`config.mk`:
```
export PLATFORM = sky130hd
export DESIGN_NAME = lsu_exec
export DESIGN_NICKNAME = d
export VERILOG_FILES = /design/src/rtl/lsu_exec.sv
export SDC_FILE = /design/constraint.sdc
export NUM_CORES = 1
export LEC_CHECK = 0
export BUFFER_PORTS_ARGS = -buffer_cell sky130_fd_sc_hd__buf_2
export CORE_UTILIZATION = 49
export CTS_CLUSTER_DIAMETER = 30
export CTS_CLUSTER_SIZE = 14
export DETAILED_ROUTE_END_ITERATION = 12
export GPL_ROUTABILITY_DRIVEN = 0
export PLACE_DENSITY_LB_ADDON = 0.2
export SYNTH_ARGS = -nofsm -noshare
export SYNTH_HDL_FRONTEND = slang
export SYNTH_SLANG_ARGS = --single-unit
```
`constraint.sdc`:
```
create_clock -name clk -period 3.3 [get_ports clk]
set_input_delay 0.66 -clock clk [delete_from_list [all_inputs] [get_ports clk]]
set_output_delay 0.66 -clock clk [all_outputs]
set_load 0.05 [all_outputs]
```
`src/rtl/lsu_exec.sv`:
```
// Load/store execute stage: effective address, alignment check, single-outstanding
// memory request, and lane-aligned/extended load writeback.
module lsu_exec #(
    parameter int ADDR_W = 32
) (
    input  logic              clk,
    input  logic              rst_n,
    input  logic              in_valid,
    output logic              in_ready,
    input  logic              is_load,
    input  logic              zero_ext,
    input  logic              is_nop,
    input  logic [1:0]        size,
    input  logic [4:0]        rd,
    input  logic [11:0]       imm,
    input  logic [31:0]       rs1_val,
    input  logic [31:0]       rs2_val,
    output logic              mem_req_valid,
    input  logic              mem_req_ready,
    output logic              mem_we,
    output logic [ADDR_W-1:0] mem_addr,
    output logic [3:0]        mem_be,
    output logic [31:0]       mem_wdata,
    input  logic              mem_resp_valid,
    input  logic [31:0]       mem_rdata,
    output logic              wb_valid,
    output logic [4:0]        wb_rd,
    output logic [31:0]       wb_data,
    output logic              st_done,
    output logic              misalign
);

    typedef enum logic [1:0] {
        IDLE = 2'd0,
        REQ  = 2'd1,
        WAIT = 2'd2,
        WB   = 2'd3
    } state_t;

    state_t state, state_nxt;

    logic              accept_c;
    logic              misal_c;
    logic              go_c;
    logic              capture_c;
    logic [ADDR_W-1:0] ea_c;

    logic [1:0]        ea_lo_p1;
    logic [1:0]        size_p1;
    logic              zext_p1;
    logic              load_p1;
    logic [4:0]        rd_p1;

    function automatic logic [3:0] byte_en(input logic [1:0] sz, input logic [1:0] lo);
        case (sz)
            2'b00:   return 4'b0001 << lo;
            2'b01:   return 4'b0011 << lo;
            default: return 4'b1111;
        endcase
    endfunction

    function automatic logic [31:0] store_lanes(input logic [1:0] sz, input logic [31:0] d);
        case (sz)
            2'b00:   return {4{d[7:0]}};
            2'b01:   return {2{d[15:0]}};
            default: return d;
        endcase
    endfunction

    function automatic logic is_misaligned(input logic [1:0] sz, input logic [1:0] lo);
        return ((sz == 2'b01) && lo[0]) || (sz[1] && (lo != 2'b00));
    endfunction

    // Shift the addressed lane down to bit 0, then sign- or zero-extend it.
    function automatic logic [31:0] load_extend(input logic [31:0] d, input logic [1:0] lo,
                                                input logic [1:0] sz, input logic zx);
        logic [31:0] lane;
        lane = d >> {lo, 3'b000};
        case (sz)
            2'b00:   return zx ? {24'h0, lane[7:0]}  : {{24{lane[7]}}, lane[7:0]};
            2'b01:   return zx ? {16'h0, lane[15:0]} : {{16{lane[15]}}, lane[15:0]};
            default: return d;
        endcase
    endfunction

    assign in_ready  = (state == IDLE);
    assign ea_c      = rs1_val[ADDR_W-1:0] + {{(ADDR_W-12){imm[11]}}, imm};
    assign accept_c  = in_valid && in_ready && !is_nop;
    assign misal_c   = is_misaligned(size, ea_c[1:0]);
    assign go_c      = accept_c && !misal_c;
    assign capture_c = (state == WAIT) && mem_resp_valid;

    always_ff @(posedge clk or negedge rst_n) begin
        if (!rst_n) begin
            state <= IDLE;
        end else begin
            state <= state_nxt;
        end
    end

    always_comb begin
        state_nxt = state;
        case (state)
            IDLE: if (go_c) state_nxt = REQ;
            REQ:  if (mem_req_ready) state_nxt = load_p1 ? WAIT : IDLE;
            WAIT: if (mem_resp_valid) state_nxt = WB;
            WB:   state_nxt = IDLE;
            default: state_nxt = IDLE;
        endcase
    end

    // Op capture stage: fields needed after the request has been issued.
    always_ff @(posedge clk) begin
        if (go_c) begin
            ea_lo_p1 <= ea_c[1:0];
            size_p1  <= size;
            zext_p1  <= zero_ext;
            load_p1  <= is_load;
            rd_p1    <= rd;
        end
    end

    // Registered outputs; request fields only change on accept, so they hold under backpressure.
    always_ff @(posedge clk or negedge rst_n) begin
        if (!rst_n) begin
            mem_req_valid <= 1'b0;
            mem_we        <= 1'b0;
            mem_addr      <= '0;
            mem_be        <= 4'h0;
            mem_wdata     <= 32'h0;
            wb_valid      <= 1'b0;
            wb_rd         <= 5'd0;
            wb_data       <= 32'h0;
            st_done       <= 1'b0;
            misalign      <= 1'b0;
        end else begin
            mem_req_valid <= (state_nxt == REQ);
            st_done       <= (state == REQ) && mem_req_ready && !load_p1;
            misalign      <= accept_c && misal_c;
            wb_valid      <= capture_c && (rd_p1 != 5'd0);
            if (go_c) begin
                mem_we    <= !is_load;
                mem_addr  <= {ea_c[ADDR_W-1:2], 2'b00};
                mem_be    <= byte_en(size, ea_c[1:0]);
                mem_wdata <= store_lanes(size, rs2_val);
            end
            if (capture_c) begin
                wb_rd   <= rd_p1;
                wb_data <= load_extend(mem_rdata, ea_lo_p1, size_p1, zext_p1);
            end
        end
    end

endmodule

```
## Word-level counts from Yosys, hierarchy flattened

Cells that the tools add are included.

- Logic and storage cells: 56
- Memories kept: 0
- Output and inout port bits: 111
- Bits in registers: 121
- Bits in latches: 0
- Memory bits (read-only): 0
- Bits of input ports: 123
- Memory bits (writable): 0

- Shift-type cells: 3
- Div/mod/pow operators: 0
- Multipliers: 0
- Add/sub/neg operators: 1
- $lt $le $gt $ge: 0
- Reductions and logical operators: 20
- Mux-type cells: 10
- Eq/ne operators: 6
- Bitwise gates (word level): 0

Operators with widths:

| kind | number |
|---|---|
| case mux 32 bit (2 select lines) | 2 |
| 2-to-1 mux 32 bit | 2 |
| adder 32 bit | 1 |
| >> shifter 32 x 5 -> 16 bit | 1 |
| logical AND 1 bit | 10 |
| == test 2 x 1 -> 1 bit (second input constant) | 4 |
| 2-to-1 mux 2 bit | 4 |
| case mux 2 bit (4 select lines) | 1 |
| case mux 4 bit (2 select lines) | 1 |
| logical NOT 2 bit | 3 |
| nonzero test 5 bit | 1 |
| == test 2 bit (second input constant) | 2 |
| logical NOT 1 bit | 4 |
| << shifter 1 x 2 -> 4 bit (first input constant) | 1 |
| << shifter 2 x 2 -> 4 bit (first input constant) | 1 |
| nonzero test 2 bit | 1 |
| logical OR 1 bit | 1 |

## Depth between registers and ports, before layout

- Word-level depth: 9
- Depth in mapped cells: 11
- Depth with buffers taken out: 11

## Least setup slack after synthesis

OpenSTA, ideal clock, no wires.

- Path kind: in2reg
- Start: input port imm[0]
- End: register mem_addr[30]
- Library setup time: 0.135 ns
- Buffers on the path: 0
- Data arrival time: 2.864 ns
- Cell stages on the path: 11
- Required time: 3.165 ns
- Slack: 0.301 ns
- Cells stage by stage: ha_1 fa_1 a211oi_2 nor2_2 o21ai_2 o41ai_4 o41ai_2 o21ai_1 a31oi_1 xor2_1 o21ai_0

- Longest elaborated chain between the ends: 6
- Elaborated cells between the ends (all ways): 7
- Classes of those cells: add/sub (1); reduce/logical (6)

RTL lines:

| item | RTL line | RTL |
|---|---|---|
| start, declared | 15 | `input logic [11:0] imm,` |
| adder 32 bit * | 87 | `assign ea_c = rs1_val[ADDR_W-1:0] + {{(ADDR_W-12){imm[11]}}, imm};` |
| nonzero test 2 bit | 71 | `return ((sz == 2'b01) && lo[0]) \|\| (sz[1] && (lo != 2'b00));` |
| logical AND 1 bit | 71 |  |
| logical OR 1 bit | 71 |  |
| logical NOT 1 bit | 90 | `assign go_c = accept_c && !misal_c;` |
| logical AND 1 bit | 90 |  |
| end signal, assigned | 143 | `mem_addr <= {ea_c[ADDR_W-1:2], 2'b00};` |
| end, declared | 21 | `output logic [ADDR_W-1:0] mem_addr,` |

Every way passes the cells marked *; elsewhere a longest branch is shown, timed or not.
A chain may end at the register's enable or synchronous reset.

## Worst setup path in the final report

- Start: input port imm[0]
- End: register mem_addr[28]

The elaborated chain is that of the path after synthesis.

==> qor.yml <==
critical_path.max_fanout: 3
syn_avg_cell_area_um2: 8.89
syn2layout_area_growth_pct: 28.8
drcViolationCount: 0
antenna_found_initial: 1
ys_async_sr_fraction_pct: 90.9
die_h_um: 120
io_pins: 234
final_max_slew_viol_count: 0
endpoint_kind: "flip-flop"
yosysMostFrequentCell: "nand2_1"
setup_slack_ns: 0.441
synth_largest_area_cell: "dfrtp_1"
slew_headroom_pct: 43.3
finalCriticalPeriod_ns: 2.86
status: "finished clean"
rsz0062_at_grt: "false"
setup-violations-final: 0
postCtsHoldBufs: 0
overflow: 0
syn_inst: 765
synth_top_area_share_pct: 40.5
cts-root-buf: "clkbuf_16"
drt_wl_total_um: 18000
seq_area_frac_synth_pct: 45.3
cts_resized: 0
cpPeakStageDelay_ns: 0.43
port_buffers: 231
synthDistinctLibCells: 63
clock-sinks: 121
crit_type: "in -> reg"
dp_slack_ns: -0.00820
start_kind: "input port"
numCtsBuffers: 17
hold_violations: 0
arrival_ns: 3.14
power_w: 0.00869
dp_hpwl_um: 13400
synth.area.top_cells: "dfrtp_1, nand2_1, o21ai_0"
cp.required_ns: 3.58
powerDensity_mw_per_mm2: 992
nets: 1143
layout-drive-gt1-share_pct: 29.2
syn-cell-area_mm2: 0.00680
clk_latency_ns: 0.42
rows: 42
fillerInstances: 1177
crit_buf_inv: 2
coreArea_mm2: 0.0134
synth_edf_count: 11
worstMarginPinSlew_ns: 0.845
hold_path_class: "in -> async"
synthTopCellsByCount: "nand2_1, dfrtp_1, o21ai_0, a21oi_1, nor2_1"
clkSlewWorstSetupHoldPaths_ns: 0.05
wl_per_cell_um: 15.3
initial_core_util_pct: 50.7
seq_area_mm2: 0.00308
leakagePower_nw: 4.47
die_area_mm2: 0.0144
die_x_um: 120
ant_nets: 0
grt_pass1_vias: 5969
grtUsageTotal_pct: 26.1
dr.pass1.iters: 5
ir_drop_uv: 494
multiInputGateArea_mm2: 0.00350
synth_seq_cells: 121
cts_buffer_depth: 2
ys.flop_type: "dfrtp_1"
slowest_stage: "fa_1"
max_freq_mhz: 350
vias_per_cell: 5.38
diodes: 0
grt_pass1_wl_um: 29300
crit_family: "compound AO/OA/AOI/OAI gates"
via_count: 6331
max_cap_violations: 0
dr.first_iter.drc_count: 445
grt_max_degree: 93
worstPathCellList: "buf_2, ha_1, fa_1, a211oi_2, nor2_2, o21ai_2, o41ai_4, o41ai_2, buf_4, o21ai_1, a31oi_1, xor2_1, o21ai_0"
cts_tree: "yes"
cts.htree.levels: 4
clock_skew_ns: 0.00810
synth_warnings: 0
postCtsSetupBuffers: 0
post-route-period-util_pct: 86.6
layout make-up:
| type | instances | share of cell area (%) |
|---|---|---|
| tap | 176 | 2.52 |
| timing repair buffer | 246 | 14.8 |
| clock buffer | 25 | 5.77 |
| multi-input combinational | 592 | 40.0 |
| clock inverter | 7 | 1.29 |
| inverter | 10 | 0.429 |
| sequential | 121 | 35.2 |
per-stage QoR:
stage / setup TNS (ns) / instances / hold WS (ns) / cell area (um^2) / utilization, %
after floorplan: 0 / 766 / 0.364 / 6800 / -
after global placement: 0 / 1145 / 0.423 / 8140 / 60.7
after global routing: 0 / 1177 / 0.398 / 8760 / 65.3
after CTS: 0 / 1177 / 0.378 / 8760 / 65.3
after detailed placement: -0.00820 / 1145 / 0.425 / 8140 / 60.7
final: 0 / 1177 / 0.353 / 8760 / 65.3
placed cells by master (no fill, tap or decap), types with 15 or more instances in the layout:
cell,count
buf_2,230
nand2_1,161
dfrtp_1,110
o21ai_0,89
a21oi_1,75
nor2_1,64
mux2i_1,35
ha_1,31
clkbuf_16,17
xnor2_1,15
power breakdown:
part           leakage, nW  total (W)  internal, W  switching, W
Combinational         2.71    0.00428     0.000978       0.00330
Sequential            1.46    0.00249      0.00214      0.000345
Clock                0.303    0.00192      0.00128      0.000639
state kept, by name, indices dropped and copies added (netlist names), 2 cells and up:
signal	count
state	2
mem_addr	30
wb_rd	5
wb_data	32
size_p1	2
mem_be	4
rd_p1	5
mem_wdata	32
ea_lo_p1	2
cells by family (layout without fill, tap and decap cells):
family | Yosys count | count (layout) | synth area share (%)
compound gates | 231 | 231 | 20.4
xor+xnor | 29 | 29 | 3.74
fa+ha+maj | 32 | 32 | 6.00
buf+inv | 53 | 288 | 3.40
flops | 121 | 121 | 45.3
mux | 36 | 36 | 5.32
other cells | 1 | 2 | 0.0552
simple gates | 262 | 262 | 15.8
per-layer routing:
| layer | track usage (%) | part of all wire [%] | up-vias |
|---|---|---|---|
| met5 | 0 | 0.044 | - |
| met2 | 41.9 | 47 | 227 |
| met3 | 6.65 | 6.7 | 46 |
| li1 | - | - | 3129 |
| met4 | 12.7 | 3.4 | 2 |
| met1 | 32.6 | 43 | 2927 |
path summary, 6_finish.rpt:
| check | start | to | slack, ns | depth (start not counted) |
|---|---|---|---|---|
| max | imm[0] | mem_addr[28] | 0.44 | 13 |
| min | rst_n | mem_wdata[21] | 0.35 | 1 |
| max reg2reg | ea_lo_p1[1] | wb_data[16] | 0.66 | 8 |
| min reg2reg | load_p1 | st_done | 0.43 | 1 |
| max in group asynchronous | rst_n | state[0] | 2.20 | 2 |
| min in group clk | rd[2] | rd_p1[2] | 0.43 | 1 |
No activity file was read; power rests on OpenSTA's default activity.
